--- src/rtl/pipeline_hazard_controller.sv ---
// Stall/flush sequencer for the 5-stage pipeline: load-use bubbles, taken-branch
// flushes, data-memory wait stalls with timeout halt, and saturating statistics.
module pipeline_hazard_controller #(
    parameter int unsigned MEM_TIMEOUT = 255
) (
    input  logic        clock,
    input  logic        reset,
    input  logic [4:0]  dec_srca,
    input  logic [4:0]  dec_srcb,
    input  logic        dec_usesa,
    input  logic        dec_usesb,
    input  logic        ex_isload,
    input  logic [4:0]  ex_dest,
    input  logic        ex_branchtaken,
    input  logic        mem_req,
    input  logic        mem_ready,
    output logic        pc_enable,
    output logic        fd_enable,
    output logic        de_enable,
    output logic        em_enable,
    output logic        mw_enable,
    output logic        fd_flush,
    output logic        de_flush,
    output logic        em_flush,
    output logic        mw_flush,
    output logic        mem_error,
    output logic [15:0] stall_count,
    output logic [15:0] flush_count
);

    typedef enum logic [1:0] {
        ST_RUN     = 2'd0,
        ST_MEMWAIT = 2'd1,
        ST_HALT    = 2'd2
    } state_t;

    localparam logic [15:0] TIMEOUT_C = MEM_TIMEOUT[15:0];

    state_t      state_r, state_next_s;
    logic [15:0] wait_cnt_r, wait_next_s;
    logic [15:0] stall_count_r, flush_count_r;
    logic        mem_error_r;
    logic        memstall_s, loaduse_s;
    logic        pc_en_s, fd_en_s, de_en_s, em_en_s, mw_en_s;
    logic        fd_fl_s, de_fl_s, em_fl_s, mw_fl_s;
    logic        err_set_s, stall_inc_s, flush_inc_s;

    assign memstall_s = mem_req & ~mem_ready;
    // Register 0 is hardwired, so a load targeting it never creates a dependency.
    assign loaduse_s  = ex_isload && (ex_dest != 5'd0) &&
                        ((dec_usesa && (dec_srca == ex_dest)) ||
                         (dec_usesb && (dec_srcb == ex_dest)));

    // Next-state, wait counter and Mealy stall/flush decode.
    always_comb begin
        pc_en_s      = 1'b1;
        fd_en_s      = 1'b1;
        de_en_s      = 1'b1;
        em_en_s      = 1'b1;
        mw_en_s      = 1'b1;
        fd_fl_s      = 1'b0;
        de_fl_s      = 1'b0;
        em_fl_s      = 1'b0;
        mw_fl_s      = 1'b0;
        state_next_s = state_r;
        wait_next_s  = wait_cnt_r;
        err_set_s    = 1'b0;
        stall_inc_s  = 1'b0;
        flush_inc_s  = 1'b0;
        case (state_r)
            ST_RUN, ST_MEMWAIT: begin
                if (memstall_s) begin
                    pc_en_s     = 1'b0;
                    fd_en_s     = 1'b0;
                    de_en_s     = 1'b0;
                    em_en_s     = 1'b0;
                    mw_fl_s     = 1'b1;
                    stall_inc_s = 1'b1;
                    if (state_r == ST_RUN) begin
                        wait_next_s = 16'd1;
                        if (TIMEOUT_C == 16'd1) begin
                            state_next_s = ST_HALT;
                            err_set_s    = 1'b1;
                        end else begin
                            state_next_s = ST_MEMWAIT;
                        end
                    end else if ((wait_cnt_r + 16'd1) == TIMEOUT_C) begin
                        // This cycle is the last tolerated stall cycle.
                        state_next_s = ST_HALT;
                        err_set_s    = 1'b1;
                    end else begin
                        wait_next_s  = wait_cnt_r + 16'd1;
                        state_next_s = ST_MEMWAIT;
                    end
                end else begin
                    state_next_s = ST_RUN;
                    wait_next_s  = 16'd0;
                    if (ex_branchtaken) begin
                        fd_fl_s     = 1'b1;
                        de_fl_s     = 1'b1;
                        flush_inc_s = 1'b1;
                    end else if (loaduse_s) begin
                        pc_en_s     = 1'b0;
                        fd_en_s     = 1'b0;
                        de_fl_s     = 1'b1;
                        stall_inc_s = 1'b1;
                    end else begin
                        fd_fl_s = 1'b0;
                    end
                end
            end
            ST_HALT: begin
                pc_en_s = 1'b0;
                fd_en_s = 1'b0;
                de_en_s = 1'b0;
                em_en_s = 1'b0;
                mw_en_s = 1'b0;
            end
            default: begin
                pc_en_s      = 1'b0;
                fd_en_s      = 1'b0;
                de_en_s      = 1'b0;
                em_en_s      = 1'b0;
                mw_en_s      = 1'b0;
                state_next_s = ST_HALT;
                err_set_s    = 1'b1;
            end
        endcase
    end

    // State, wait counter, sticky error and saturating statistics.
    always_ff @(posedge clock) begin
        if (reset) begin
            state_r       <= ST_RUN;
            wait_cnt_r    <= 16'd0;
            mem_error_r   <= 1'b0;
            stall_count_r <= 16'd0;
            flush_count_r <= 16'd0;
        end else begin
            state_r    <= state_next_s;
            wait_cnt_r <= wait_next_s;
            if (err_set_s) begin
                mem_error_r <= 1'b1;
            end
            if (stall_inc_s && (stall_count_r != 16'hFFFF)) begin
                stall_count_r <= stall_count_r + 16'd1;
            end
            if (flush_inc_s && (flush_count_r != 16'hFFFF)) begin
                flush_count_r <= flush_count_r + 16'd1;
            end
        end
    end

    // While reset is held every register is enabled and cleared.
    assign pc_enable   = reset | pc_en_s;
    assign fd_enable   = reset | fd_en_s;
    assign de_enable   = reset | de_en_s;
    assign em_enable   = reset | em_en_s;
    assign mw_enable   = reset | mw_en_s;
    assign fd_flush    = reset | fd_fl_s;
    assign de_flush    = reset | de_fl_s;
    assign em_flush    = reset | em_fl_s;
    assign mw_flush    = reset | mw_fl_s;
    assign mem_error   = mem_error_r;
    assign stall_count = stall_count_r;
    assign flush_count = flush_count_r;

endmodule

--- config.mk ---
export PLATFORM = sky130hd
export DESIGN_NAME = pipeline_hazard_controller
export DESIGN_NICKNAME = d
export VERILOG_FILES = /design/src/rtl/pipeline_hazard_controller.sv
export SDC_FILE = /design/constraint.sdc
export NUM_CORES = 1
export LEC_CHECK = 0
export ABC_CLOCK_PERIOD_IN_PS = 7600
export BUFFER_PORTS_ARGS = -buffer_cell sky130_fd_sc_hd__buf_2
export CAP_MARGIN = 15
export CORE_MARGIN = 3
export CORE_UTILIZATION = 59
export CTS_CLUSTER_SIZE = 12
export DETAILED_ROUTE_END_ITERATION = 6
export GPL_TIMING_DRIVEN = 0
export HOLD_SLACK_MARGIN = 0.15
export PLACE_DENSITY_LB_ADDON = 0.08
export SLEW_MARGIN = 40
export SYNTH_ARGS = -nofsm -noshare
export SYNTH_HDL_FRONTEND = slang
export SYNTH_SLANG_ARGS = --single-unit
export TNS_END_PERCENT = 10
--- constraint.sdc ---
create_clock -name clock -period 7.6 [get_ports clock]
set_input_delay 0 -clock clock [delete_from_list [all_inputs] [get_ports clock]]
set_output_delay 0 -clock clock [all_outputs]
set_load 0.005 [all_outputs]
After elaboration in Yosys (flattened, before gate mapping) --
Index checks and enable logic that the tools add are counted.
Storage, ports and cells: word-level logic and storage cells 65, bits in registers 51
Cells by class: add/sub/neg operators 3, multiplexer cells 30, bitwise gates (word level) 8, equal/unequal tests 8, reduce and logical (&&, ||, !) cells 11
Operators by type and width (count):
- $add 16x1->16 const B | 3
- $mux 16 | 3
- $ne 16x16->1 const B | 2
- $mux 1 | 22
- $eq 16x8->1 const B | 1
- $eq 5x5->1 | 2
- $logic_and 1x1->1 | 6
- $mux 2 | 3
- $or 1x1->1 | 6
- $reduce_bool 5->1 | 1
- $pmux 2 s2 | 1
- $ne 3x3->1 const B | 1
- $eq 2x1->1 const B | 1
- $eq 2x2->1 const B | 1
- $logic_not 2->1 | 1
- $pmux 1 s2 | 1
- $reduce_and 2->1 | 1
- $reduce_or 2->1 | 1
- $and 1x1->1 | 1
- $logic_or 1x1->1 | 1
- $not 1->1 | 1

Depth between registers and ports, before layout --
depth after elaboration 9, mapped depth 9, gate-level depth less buffers 8

Worst setup path before layout --
Ideal clock, no wire load.
path kind reg-to-reg, start point register wait_cnt_r[1], end point register wait_cnt_r[3], data required time 7.521 ns, path buffers 0, setup time 0.079 ns, path slack 5.104 ns, stages on the path, launching flop included 9, arrival time 2.417 ns, period minus slack after synthesis 2.496 ns, cells stage by stage dfxtp_1 ha_1 nand4_1 or4_4 mux2i_1 nor3_1 nand4_4 or4b_1 o211ai_1
On the way: longest elaborated chain between the ends 4, elaborated cells between the ends (all ways) 7, those cells by class 1 x add/sub; 2 x eq/ne; 3 x mux; 1 x reduce/logical
RTL lines:
- from (decl) | line 40 | logic [15:0] wait_cnt_r, wait_next_s;
- from (signal assigned) | line 141 | wait_cnt_r <= wait_next_s;
- $add 16x1->16 * | line 87, 92
- $eq 16x8->1 / $mux 16 (equally long branches) | line 87 | end else if ((wait_cnt_r + 16'd1) == TIMEOUT_C) begin
- $ne 3x3->1 (no line) / $mux 16 (equally long branches)
- $reduce_and 2->1 (no line) / $mux 16 (equally long branches)
Mark *: on every way between the ends. The rest lies on a longest branch, timed or not. The select of a mux whose other input is x is not followed. A chain may end at the register's enable or synchronous reset.

Worst setup path after layout --
start point register wait_cnt_r[0], end point register wait_cnt_r[1]
The elaborated chain is that of the path after synthesis.

==> flow_metrics.env <==
export IMPL_status="finished, final reports clean"
export IMPL_grt_pass1_wl_mm=12.2
export IMPL_grt_max_degree=18
export IMPL_die_h_um=77.1
export IMPL_clock_path_buffers=2
export IMPL_holdBufCountCts=4
export IMPL_cts_sinks=51
export IMPL_rr_startpoint="wait_cnt_r[0]"
export IMPL_vias=2858
export IMPL_worst_r2r_endpoint="wait_cnt_r[1]"
export IMPL_worstHoldStart="reset"
export IMPL_worstMarginPinSlew_ns=0.680
export IMPL_ys_ff_latch=51
export IMPL_tritoncts="yes"
export IMPL_syn_nets=402
export IMPL_num_fill_cells=422
export IMPL_synth_main_ff_cell="dfxtp_1"
export IMPL_critPathTopFamily="simple AND/OR/NAND/NOR gates"
export IMPL_grt_pass1_vias=2679
export IMPL_placementRows=25
export IMPL_antenna_found_initial=0
export IMPL_clkLatencyLatePin_ns=0.30
export IMPL_yosysSeqAreaShare=0.342
export IMPL_drive_gt1_frac=0.218
export IMPL_synthArstFlopShare=0
export IMPL_end_kind="flop"
export IMPL_cts_buffers=5
export IMPL_ys_types=56
export IMPL_drc=0
export IMPL_gp_congestion=0.889
export IMPL_cp_buffers_inverters=0
export IMPL_first_iter_violations=224
export IMPL_ios=65
export IMPL_switchingPower_uw=118
export IMPL_root_buffer="clkbuf_8"
export IMPL_internal_power_uw=354
export IMPL_post_cts_buffers=0
export IMPL_ctsResizeCount=0
export IMPL_hold_path_class="input pin to primary output"
export IMPL_worst_ep_required_time_ns=7.82
export IMPL_start_kind="flop"
export IMPL_p_seq_frac=0.576
export IMPL_vdd_ir_drop_max_uv=84.8
export IMPL_slew_violations=0
export IMPL_power_frac_comb=0.084
export IMPL_core_area_um2=4820
export IMPL_clk_pin_slew_ns=0.10
export IMPL_fin_skew_ns=0.00586
export IMPL_cts_htree_levels=2
export IMPL_final_util=0.729
export IMPL_dp_hpwl_mm=5.17
export IMPL_final_setup_viol_count=0
export IMPL_power_frac_clock=0.340
export IMPL_start_util=0.619
export IMPL_cp_slowest_stage_delay_ns=0.51
export IMPL_period_minus_slack_ns=2.80
export IMPL_timing_final_crit_share=0.368
export IMPL_slew_headroom=0.543
export IMPL_synth_warnings=0
export IMPL_worst_setup_path_type="flop to flop"
export IMPL_antennaDiodeCount=0
export IMPL_synth_enable_flop_cells=0
export IMPL_routed_wl_mm=6.92
export IMPL_dr_pass1_iters=4
export IMPL_syn_area_um2=2980
export IMPL_grt_usage=0.244
export IMPL_tns_ns=0
export IMPL_reg2regPathDepth=8
export IMPL_fin_nets=476
export IMPL_die_area_um2=5940
export IMPL_wl_per_cell_um=13.4
export IMPL_hold_end="em_flush"
export IMPL_ant_nets=0
export IMPL_cp_arrival_ns=3.02
export IMPL_rsz0062_at_grt="no"
export IMPL_cpMaxStageDelayCell="or4b_1"
export IMPL_total_leakage_power_uw=0.00137
export IMPL_power_density_nw_per_um2=134
export IMPL_rrSetupSlack_ns=4.80
export IMPL_cp_cell_sequence="ha_1 -> nand4_1 -> or4_4 -> mux2i_1 -> nor3_1 -> nand4_4 -> or4b_1 -> o221ai_1"
export IMPL_die_w_um=77.1
export IMPL_cap_violations=0
export IMPL_portBuffers=63
export IMPL_switching_share=0.250
export IMPL_vias_per_cell=5.53
export IMPL_syn_inst=375
export IMPL_final_hold_viol_count=0
export IMPL_grt_overflow=0
export IMPL_area_growth_pct=17.8
export IMPL_hold_depth=2
export IMPL_fmax_mhz=357
export IMPL_cp_max_fo=10
export IMPL_synth_area_per_cell_um2=7.95
==> cell usage after synthesis, drive strengths merged, types with 5 or more instances <==
library cell	number	area [um^2]
a21oi	21	105
and3	7	43.8
buf	7	42.5
clkbuf	15	57.6
dfxtp	51	1020
inv	8	30.0
nand2	37	139
nand3	17	95.1
nand4	17	136
nor2	49	186
nor2b	6	37.5
nor3	13	65.1
nor4b	5	50.0
o21ai	20	100
or3	11	73.8
xnor2	16	140
xor2	23	201
==> power by group through the flow <==
stage               sequential, uW  combinational, uW  clock [uW]
finish                         272               39.8         160
global route                   272               45.0         179
CTS                            272               40.1         167
detailed placement             278               38.5           0
global placement               278               37.5           0
floorplan                      278               22.1           0
==> layer usage <==
layer	track usage	vias to the layer above	wire (um)
met3	0.0352	7	271
met5	0	-	0
met4	0.0676	0	72
li1	-	1465	-
met1	0.320	1325	3160
met2	0.419	61	3410
==> logic make-up after synthesis <==
| kind of cell | after synthesis | share of synthesized area |
|---|---|---|
| flip-flops | 51 | 0.342 |
| AND/OR/NAND/NOR | 189 | 0.349 |
| XOR/XNOR | 39 | 0.115 |
| AO/OA/AOI/OAI | 58 | 0.120 |
| multiplexers | 4 | 0.0134 |
| buffers and inverters | 30 | 0.0436 |
| adder cells (fa/ha/maj) | 4 | 0.0168 |
==> cell usage in the layout, fill, tap and decap left out, types with 3 or more instances in the layout <==
master / instances
a21oi_1: 21
and2_1: 4
and3_1: 7
and4_1: 3
buf_2: 67
buf_4: 3
clkbuf_1: 14
clkbuf_8: 5
dfxtp_1: 51
dlygate4sd3_1: 4
ha_1: 4
inv_1: 7
mux2i_1: 4
nand2_1: 37
nand2b_1: 3
nand3_1: 15
nand4_1: 15
nor2_1: 48
nor2b_1: 6
nor3_1: 13
nor4b_1: 4
o21ai_0: 20
or2_2: 3
or3_1: 10
xnor2_1: 16
xor2_1: 23
==> state kept, by name, summed over array words and instances, names as in the netlist <==
name / count
state_r: 2
wait_cnt_r: 16
flush_count: 16
stall_count: 16
mem_error: 1
==> how the worst max path moves through the flow <==
stage                        startpoint            end  slack, ns  cells after the start
after floorplan           wait_cnt_r[1]  wait_cnt_r[3]       5.10                      8
after global placement    wait_cnt_r[1]  wait_cnt_r[3]       4.87                      8
after detailed placement  wait_cnt_r[0]  wait_cnt_r[3]       4.84                      8
after CTS                 wait_cnt_r[0]  wait_cnt_r[3]       4.81                      8
after global routing      wait_cnt_r[1]  wait_cnt_r[3]       4.63                      8
final                     wait_cnt_r[0]  wait_cnt_r[1]       4.80                      8
==> cell type report <==
type	instances	area (um^2)	share of cell area
clock inverters	3	23.8	0.00677
well taps	67	83.8	0.0239
clock buffers	5	68.8	0.0196
repair buffers	67	355	0.101
inverters	8	30.0	0.00855
flip-flops and latches	51	1020	0.291
multi-input cells	294	1830	0.521
plain buffers	22	100	0.0285
==> through the flow <==
step	setup WS [ns]	area [um^2]	total power, uW	std cells	hold WS, ns
CTS	4.81	3510	479	517	0.168
finish	4.80	3510	472	517	0.167
global route	4.63	3510	497	517	0.178
detailed placement	4.84	3380	316	505	0.168
global placement	4.87	3380	315	505	0.167
floorplan	5.10	2980	300	375	0.0808
(Power assumes the default switching activity.)
